### src/rtl/branch_resolve_unit.sv
// Branch resolve unit: turns resolved control-flow results into a fetch redirect,
// a squash window, predictor update traffic and a saturating mispredict count.
module branch_resolve_unit #(
    parameter int SIZE_PC      = 32,
    parameter int UPD_DEPTH    = 4,
    parameter int FLUSH_CYCLES = 3
) (
    input  logic               clk,
    input  logic               reset,
    input  logic               exeValid_i,
    input  logic [SIZE_PC-1:0] pc_i,
    input  logic [SIZE_PC-1:0] nextPC_i,
    input  logic               direction_i,
    input  logic [7:0]         flags_i,
    output logic               exeStall_o,
    output logic               recoverFlag_o,
    output logic [SIZE_PC-1:0] recoverPC_o,
    output logic               squash_o,
    output logic               updValid_o,
    output logic [SIZE_PC-1:0] updPC_o,
    output logic [SIZE_PC-1:0] updTarget_o,
    output logic               updDir_o,
    output logic               updMispredict_o,
    input  logic               updReady_i,
    output logic [15:0]        mispredictCount_o
);
    localparam int AW = $clog2(UPD_DEPTH);
    localparam int PW = AW + 1;
    localparam int CW = $clog2(FLUSH_CYCLES + 1);

    typedef struct packed {
        logic [SIZE_PC-1:0] pc;
        logic [SIZE_PC-1:0] target;
        logic               dir;
        logic               mispred;
    } upd_entry_t;

    typedef enum logic [1:0] {IDLE, REDIRECT, DRAIN} rec_state_t;

    upd_entry_t         mem [UPD_DEPTH];
    upd_entry_t         head;
    logic [PW-1:0]      wr_ptr, rd_ptr;
    logic               empty, full, accept, pop, mispred_acc;
    rec_state_t         state, state_n;
    logic [CW-1:0]      flush_cnt, flush_cnt_n;
    logic [SIZE_PC-1:0] redir_pc;
    logic [15:0]        mispredict_cnt;
    logic               unused_flags;

    assign unused_flags = ^{flags_i[7:6], flags_i[4:1]};

    // Extra pointer bit separates full (MSBs differ) from empty (pointers equal).
    assign empty       = (wr_ptr == rd_ptr);
    assign full        = (wr_ptr[AW] != rd_ptr[AW]) && (wr_ptr[AW-1:0] == rd_ptr[AW-1:0]);
    assign accept      = exeValid_i & flags_i[5] & ~squash_o & ~full;
    assign mispred_acc = accept & flags_i[0];
    assign pop         = ~empty & updReady_i;

    always_ff @(posedge clk) begin
        if (reset) begin
            wr_ptr <= '0;
            rd_ptr <= '0;
            for (int i = 0; i < UPD_DEPTH; i++) mem[i] <= '0;
        end else begin
            if (accept) begin
                mem[wr_ptr[AW-1:0]] <= '{pc: pc_i, target: nextPC_i,
                                          dir: direction_i, mispred: flags_i[0]};
                wr_ptr <= wr_ptr + PW'(1);
            end
            if (pop) rd_ptr <= rd_ptr + PW'(1);
        end
    end

    assign head            = mem[rd_ptr[AW-1:0]];
    assign updValid_o      = ~empty;
    assign updPC_o         = head.pc;
    assign updTarget_o     = head.target;
    assign updDir_o        = head.dir;
    assign updMispredict_o = head.mispred;
    assign exeStall_o      = full;

    always_ff @(posedge clk) begin
        if (reset) begin
            state     <= IDLE;
            flush_cnt <= '0;
            redir_pc  <= '0;
        end else begin
            state     <= state_n;
            flush_cnt <= flush_cnt_n;
            if (mispred_acc) redir_pc <= nextPC_i;
        end
    end

    always_comb begin
        state_n     = state;
        flush_cnt_n = flush_cnt;
        case (state)
            IDLE:     if (mispred_acc) state_n = REDIRECT;
            REDIRECT: begin
                state_n     = DRAIN;
                flush_cnt_n = CW'(FLUSH_CYCLES);
            end
            DRAIN: begin
                flush_cnt_n = flush_cnt - CW'(1);
                if (flush_cnt == CW'(1)) state_n = IDLE;
            end
            default:  state_n = IDLE;
        endcase
    end

    assign squash_o      = (state != IDLE);
    assign recoverFlag_o = (state == REDIRECT);
    assign recoverPC_o   = recoverFlag_o ? redir_pc : '0;

    always_ff @(posedge clk) begin
        if (reset)                                     mispredict_cnt <= '0;
        else if (mispred_acc && mispredict_cnt != 16'hFFFF) mispredict_cnt <= mispredict_cnt + 16'd1;
    end

    assign mispredictCount_o = mispredict_cnt;
endmodule

### config.mk
export PLATFORM = sky130hd
export DESIGN_NAME = branch_resolve_unit
export DESIGN_NICKNAME = d
export VERILOG_FILES = /design/src/rtl/branch_resolve_unit.sv
export SDC_FILE = /design/constraint.sdc
export NUM_CORES = 1
export LEC_CHECK = 0
export BUFFER_PORTS_ARGS = -buffer_cell sky130_fd_sc_hd__clkbuf_2
export CORE_MARGIN = 10
export CORE_UTILIZATION = 59
export DETAILED_ROUTE_END_ITERATION = 8
export PLACE_DENSITY = 0.93
export SLEW_MARGIN = 20
export SYNTH_ARGS = -nofsm -noshare
export SYNTH_HDL_FRONTEND = slang
export SYNTH_SLANG_ARGS = --single-unit
### constraint.sdc
create_clock -name clk -period 4.6 [get_ports clk]
set_clock_uncertainty 0.15 [all_clocks]
set_input_delay 0.46 -clock clk [delete_from_list [all_inputs] [get_ports clk]]
set_output_delay 0.46 -clock clk [all_outputs]
set_load 0.1 [all_outputs]
-- Word level (Yosys, flattened, before mapping)
Memories as Yosys holds them, arrays and structs flattened. A register that Yosys moved wholly into a read port is not among the register bits.
Cells that the tools add are included.
- flip-flop bits (word level): 58
- bits in writable memories: 264
- output and inout port bits: 118
- word-level logic and storage cells: 50
- memories: 1
- memory list (memory ; depth ; width ; read ports ; clocked after Yosys merged registers in ; wr ports ; line ; source):
    mem ; 4 ; 66 ; 1 ; 1 ; 4 ; 40 ; upd_entry_t mem [UPD_DEPTH];
- add/subtract/negate cells: 4
- eq/ne operators: 9
- muxes and demuxes: 15
- bitwise gates (word level): 8
- reduce and logical (&&, ||, !) cells: 7
- operators with widths (kind ; count):
    $mux W66 ; 1
    $reduce_or A66 Y1 ; 1
    $mux W32 ; 1
    $add A16 B1 Y16 const B ; 1
    $ne A16 B16 Y1 const B ; 1
    $mux W2 ; 5
    $add A3 B1 Y3 const B ; 2
    $mux W1 ; 6
    $pmux W2 S3 ; 1
    $and A1 B1 Y1 ; 5
    $eq A2 B1 Y1 const B ; 2
    $ne A2 B2 Y1 const B ; 2
    $pmux W2 S2 ; 1
    $reduce_bool A2 Y1 ; 2
    $eq A3 B3 Y1 ; 1
    $not A1 Y1 ; 3
    $eq A2 B2 Y1 ; 1
    $eq A2 B2 Y1 const B ; 1
    $logic_and A1 B1 Y1 ; 2
    $logic_not A2 Y1 ; 1
    $reduce_and A2 Y1 ; 1
    $sub A2 B1 Y2 const B ; 1
    $ne A1 B1 Y1 ; 1

-- Logic depth before layout (Yosys ltp)
Gate-level depths: netlist (run 1).
- depth after elaboration: 9
- gate-level depth with buffers: 8
- mapped depth without buffers: 6

-- Worst setup path after synthesis (run 1)
Ideal clock, no wire load.
- path type: register to output
- start: register wr_ptr[1]
- end: output port exeStall_o
- data arrival time: 2757 ps
- data required time: 3990 ps
- slack: 1233 ps
- cell stages (with the launch flop): 3
- path buffers: 0
- cells stage by stage: dfxtp_1 xor2_2 nor3_1
- cells in the longest elaborated chain, start to end: 2
- ends and longest elaborated chain (item ; line ; source):
    start, declared ; 42 ; logic [PW-1:0] wr_ptr, rd_ptr;
    start signal, assigned ; 68 ; wr_ptr <= wr_ptr + PW'(1);
    $eq A2 B2 Y1 ; 54 ; assign full = (wr_ptr[AW] != rd_ptr[AW]) && (wr_ptr[AW-1:0] == rd_ptr[AW-1:0]);
    $logic_and A1 B1 Y1 ; 54 ;
    end, declared ; 15 ; output logic exeStall_o,
Every way passes these cells.

==> reports/metrics.yaml, run 1 <==
hold_path_class: "primary input to flip-flop"
post-cts-setup-buffers: 0
min_period_ns: 3.38
synth_compound_area_share_pct: 2.78
post-dp-hpwl_mm: 19.3
yosys.area_share.simple_pct: 17.8
period_share_pct: 73.4
tightest_slew_ns: 1.07
hold_buffers: 0
grt_first_pass_wirelength_mm: 50.8
cts.repair.resized: 0
power_w: 0.00757
dieArea_mm2: 0.0306
synth_most_common_cell: "and2_1"
dr.pass1.iters: 5
yosys_warnings: 0
crit_path_end_kind: "output port"
cp_slowest_stage_delay_ns: 0.79
synthCells: 984
antenna_found_initial: 1
cap_viol_max_count: 0
chipWidth_um: 175
netlist.area_leader.share_pct: 56.0
status: "completed"
gp_routability_congestion: 0.798
critPathArrivalTime_ns: 2.77
path_max_fanout: 31
crit_type: "flip-flop to output port"
drcViolationCount: 0
die_h_um: 175
numCtsBuffers: 34
row_count: 56
coreArea_mm2: 0.0235
rsz0062_at_grt: "no"
ctsRootBufferMaster: "clkbuf_16"
detail-route-antenna-nets: 0
drive_gt1_share_pct: 28.5
grt_usage_pct: 21.2
synth.area.top_cells: "edfxtp_1 (56%), and2_1 (13%), mux4_2 (11%)"
grt_pass1_vias: 9230
htree_levels: 2
crit_slowest_cell: "dfxtp_4"
yosys.area_share.adder_pct: 0.619
cts_tree: "yes"
synthesis.area_mm2: 0.0142
start_kind: "flip-flop"
syn_avg_cell_area_um2: 14.4
fin_nets: 1242
path_cells: "buf_4 > mux4_2 > clkbuf_2"
slew_headroom_pct: 28.7
ys_seq_area_share_pct: 64.5
drv_slew: 0
cp.required_ns: 3.99
synthFlopType: "edfxtp_1"
setup_tns_ns: 0
cpLargestDelayFamily: "buffers and inverters"
synth_common_cells: "and2_1 (296), edfxtp_1 (264), nand2_1 (69)"
pin_count: 195
clock_path_buffers: 3
synth-edff-count: 264
yosysUniqueCellTypes: 47
finalWirelength_mm: 32.6
pwr_density_cell_mw_per_mm2: 460
clk_latency_ns: 0.50
grt_max_degree: 67
ys_ff_latch: 324
cts_sinks: 324
hold_viol_final: 0
final_util_pct: 69.9
synth_nets: 1068
synth-xor-area-share_pct: 0.601
detail_route.wl_per_cell_um: 21.7
synth.largest_area_cell: "edfxtp_1"
io_buffers: 188
via_count: 8648
synth_top_family_by_area: "simple AND/OR/NAND/NOR gates"
start_util_pct: 60.1
p_leak_nw: 6.31
dr.first_iter.drc_count: 759
fmax_mhz: 296
critPathBufInv: 2
overflow: 0
vias_per_cell: 5.75
setup_viol: 0
synthMuxAreaShare_pct: 11.2
synthToLayoutAreaGrowth_pct: 16.2
path_clk_slew_ns: 0.06
ir_drop_v: 0.000297
async_flop_share_pct: 0
[cell type report]
cell class | instances | area [um^2]
clock inverters | 16 | 131
fillers | 1566 | 7100
clock buffers | 45 | 966
inverters | 6 | 22.5
repair buffers | 201 | 1070
diodes | 2 | 5.00
flip-flops and latches | 324 | 9140
multi-input cells | 591 | 4720
well taps | 319 | 399
[per-layer routing]
layer	up-vias	track usage [%]	part of all wire, %
met3	45	4.72	7.2
met5	-	0	0
met4	0	6.11	1.9
li1	3923	-	-
met1	4331	26.2	40
met2	349	36.6	51
[cells by family after synthesis]
family / count (synthesis)
buffers and inverters: 69
AOI/OAI and AO/OA: 66
xor gates and xnor gates: 8
and+or+nand+nor: 435
DFF: 324
muxes: 75
adders and majority gates: 7
[stage by stage]
step                      hold WS [ns]  cell area (um^2)  setup slack, ns  instances
after floorplan                  0.282             14200             1.23        984
after global placement           0.288             15300             1.69       1440
after detailed placement         0.294             15300             1.68       1440
after CTS                       0.0560             16400             1.14       1501
after global routing            0.0689             16400             1.03       1503
final                           0.0718             16400             1.22       1504
[sequential cells by signal, indices dropped and copies added (netlist names), named ones only]
register and count:
mem 264, redir_pc 32, mispredictCount_o 16, rd_ptr 3, wr_ptr 3, flush_cnt 2
state 2
[power by group]
| part | switching (W) | internal (W) |
|---|---|---|
| sequential | 0.0000950 | 0.00331 |
| combinational | 0.00116 | 0.000333 |
| clock | 0.00108 | 0.00159 |
[worst paths after layout]
| path | from | end | slack (ns) | depth (start not counted) |
|---|---|---|---|---|
| setup / recovery | flip-flop | updPC_o[11] | 1.22 | 3 |
| hold / removal | nextPC_i[26] | redir_pc[26] | 0.07 | 3 |
| setup reg to reg | wr_ptr[1] | mem[1][61] | 1.65 | 4 |
| hold reg to reg | redir_pc[21] | redir_pc[21] | 0.30 | 2 |
[worst register-to-register path, cell delays in order (launching register included)]
cell and delay, ns:
dfxtp_1 0.55, xor2_2 0.46, o311a_2 0.31, and3b_2 0.22
or2_4 0.84
[placed cells by master, fill, tap and decap left out, drive strengths merged, types with 5 or more instances in the layout]
cell      n
mux4     66
or3       6
o21ai     5
nor4      7
nor2b     7
o31ai     7
buf      13
nand3     7
clkinv   13
clkbuf  233
ha        7
nor2     17
mux2      7
edfxtp  264
xor2      6
nand2    69
dfxtp    60
and2    296
a21oi    43
nand4     5
inv       6
Note: power is estimated with default switching activity, not from simulation.
==> run 2: changes to the inputs <==
- ABC_AREA: not set -> 1
- CORE_UTILIZATION: 59 -> 52
- PLACE_DENSITY: 0.93 -> 0.87
- clock period: 4.6 -> 2.8 ns (I/O delays scaled with it)
==> run 2 against run 1 <==
Effect of this change: design area rose by 14%; largest cell class unchanged; sequential share of layout area fell by 6.8 points; clock power rose by 67%; die area rose by 11%; worst hold slack got worse by 0.060 ns; synthesized cell count rose by 47%.
==> reports/metrics.yaml, run 2 <==
period_share_pct: 93.8
largest_reg_flops: 264
path_max_fanout: 45
crit_path_end_kind: "output port"
hold_viol_final: 0
path_clk_slew_ns: 0.06
synth_top_family_by_area: "simple AND/OR/NAND/NOR gates"
critPathArrivalTime_ns: 2.20
row_count: 60
start_kind: "flip-flop"
synth-xor-area-share_pct: 0.561
final_common_cell: "nor2_1"
coreArea_mm2: 0.0268
synth-edff-count: 264
placed_area_mm2: 0.0170
synthesis.area_mm2: 0.0140
fin_area_mm2: 0.0187
drive_gt1_share_pct: 21.0
synthCells: 1446
cpLargestDelayFamily: "buffers and inverters"
ys_seq_area_share_pct: 65.0
dr.first_iter.drc_count: 1052
cp_slowest_stage_delay_ns: 0.36
htree_levels: 2
detail-route-antenna-nets: 0
top_register: "mem"
overflow: 0
ctsRootBufferMaster: "clkbuf_16"
synth.largest_area_cell: "edfxtp_1"
syn_avg_cell_area_um2: 9.71
grt_max_degree: 133
drcViolationCount: 0
die_h_um: 184
antenna_found_initial: 0
post-dp-hpwl_mm: 23.1
ir_drop_v: 0.000602
power_w: 0.0185
layout_common_cells: "nor2_1 (426), edfxtp_1 (264), o21ai_0 (189)"
drv_slew: 0
dieArea_mm2: 0.0340
clk_latency_ns: 0.51
crit_slowest_cell: "dfxtp_4"
synth_most_common_cell: "nor2_1"
path_cells: "inv_6 > buf_4 > o21ai_0 > o22ai_2 > buf_12"
fin_nets: 1756
pwr_density_cell_mw_per_mm2: 987
cts_sinks: 324
post-cts-setup-buffers: 0
yosys_warnings: 0
chipWidth_um: 184
netlist.area_leader.share_pct: 56.4
tightest_slew_ns: 0.915
grt_first_pass_wirelength_mm: 61.1
vias_per_cell: 5.58
synth_nets: 1530
setup_viol: 0
slew_headroom_pct: 39.0
async_flop_share_pct: 0
start_util_pct: 52.4
via_count: 11400
grt_usage_pct: 22.6
cp.required_ns: 2.37
hold_path_class: "primary input to flip-flop"
grt_pass1_vias: 11700
yosys.area_share.simple_pct: 15.0
rsz0062_at_grt: "no"
clock_path_buffers: 3
io_buffers: 188
whs_ns: 0.0114
pin_count: 195
fmax_mhz: 381
synth_compound_area_share_pct: 11.7
nFillCells: 1736
finalWirelength_mm: 39.1
setup_tns_ns: 0
crit_type: "flip-flop to output port"
detail_route.wl_per_cell_um: 19.2
cap_viol_max_count: 0
dr.pass1.iters: 7
synth_common_cells: "nor2_1 (426), edfxtp_1 (264), o21ai_0 (189)"
status: "completed"
yosys.area_share.adder_pct: 0.624
synthFlopType: "edfxtp_1"
synthMuxAreaShare_pct: 0
synth.area.top_cells: "edfxtp_1 (56%), nor2_1 (11%), dfxtp_1 (8.6%)"
p_leak_nw: 7.84
dp_slack_ns: 0.385
ys_ff_latch: 324
gp_routability_congestion: 0.867
critPathBufInv: 3
cts_tree: "yes"
synthToLayoutAreaGrowth_pct: 33.4
yosysUniqueCellTypes: 27
fin_ws_ns: 0.174
min_period_ns: 2.63
numCtsBuffers: 34
[run 2: cell count changes in the layout (fill, tap and decap cells not counted), moves of 36 or more]
cell / previous run / this run
inv_1: 6 / 152
buf_12: 1 / 82
clkbuf_2: 188 / 89
o21ai_0: 5 / 189
nor2_1: 17 / 426
and2_1: 296 / 0
mux4_2: 66 / 0
o22ai_2: 0 / 66
dlygate4sd3_1: 0 / 62
buf_4: 11 / 47
[run 2: worst paths after layout]
| path | depth (start not counted) | slack [ns] | from | endpoint |
|---|---|---|---|---|
| hold reg to reg | 2 | 0.30 | redir_pc[24] | redir_pc[24] |
| setup reg to reg | 9 | 0.39 | wr_ptr[0] | mem[1][34] |
| setup / recovery | 5 | 0.17 | flip-flop | updTarget_o[27] |
| hold / removal | 3 | 0.01 | pc_i[28] | mem[3][62] |
[run 2: cell families (layout without fill, tap and decap cells)]
family	count (synthesis)	after routing
simple gates	546	546
flops	324	324
compound gates	310	310
buf+inv	250	498
xor+xnor	9	9
fa+ha+maj	7	7
other cells	0	1
[run 2: worst register-to-register path, stage by stage (launching register included)]
cell and delay, ns:
dfxtp_1 0.43, inv_2 0.12, nand2_1 0.08, nand2_1 0.08, nand3_2 0.17, nand3_4 0.08
nor2_1 0.31, nand2_4 0.12, nand2_4 0.30, buf_12 0.24
[run 2: area by class of cell]
| type | count | area (um^2) | area share [%] |
|---|---|---|---|
| diodes | 1 | 2.50 | 0.0134 |
| clock buffers | 42 | 912 | 4.87 |
| clock inverters | 16 | 168 | 0.895 |
| inverters | 159 | 609 | 3.25 |
| multi-input cells | 872 | 4410 | 23.5 |
| flip-flops and latches | 324 | 9130 | 48.8 |
| well taps | 341 | 427 | 2.28 |
| repair buffers | 281 | 3070 | 16.4 |
[run 2: what timing repair did]
action,in CTS,in global routing
hold buffers,62,0
hold endpoints to repair,153,0
setup endpoints to repair,0,1
resized for setup,0,2
[run 2: per-layer routing]
layer,part of all wire (%),global-route usage [%],wire length (um),vias to the layer above
li1,-,-,-,5266
met1,38,27.4,14800,5428
met2,50,38.0,19400,551
met3,8.9,5.12,3480,106
met4,3.6,10.0,1400,0
met5,0,0,0,-
[run 2: report_power, final]
group          leakage [nW]  internal, W  total, W  switching (W)
logic                  4.10      0.00229   0.00831        0.00602
clock network         0.523      0.00260   0.00445        0.00185
registers              3.22      0.00558   0.00574       0.000161
[run 2: per-stage QoR]
step	std cells	util, %
finish	2036	69.9
floorplan	1446	-
global route	2035	69.9
global placement	1915	63.5
CTS	2035	69.9
detailed placement	1915	63.5
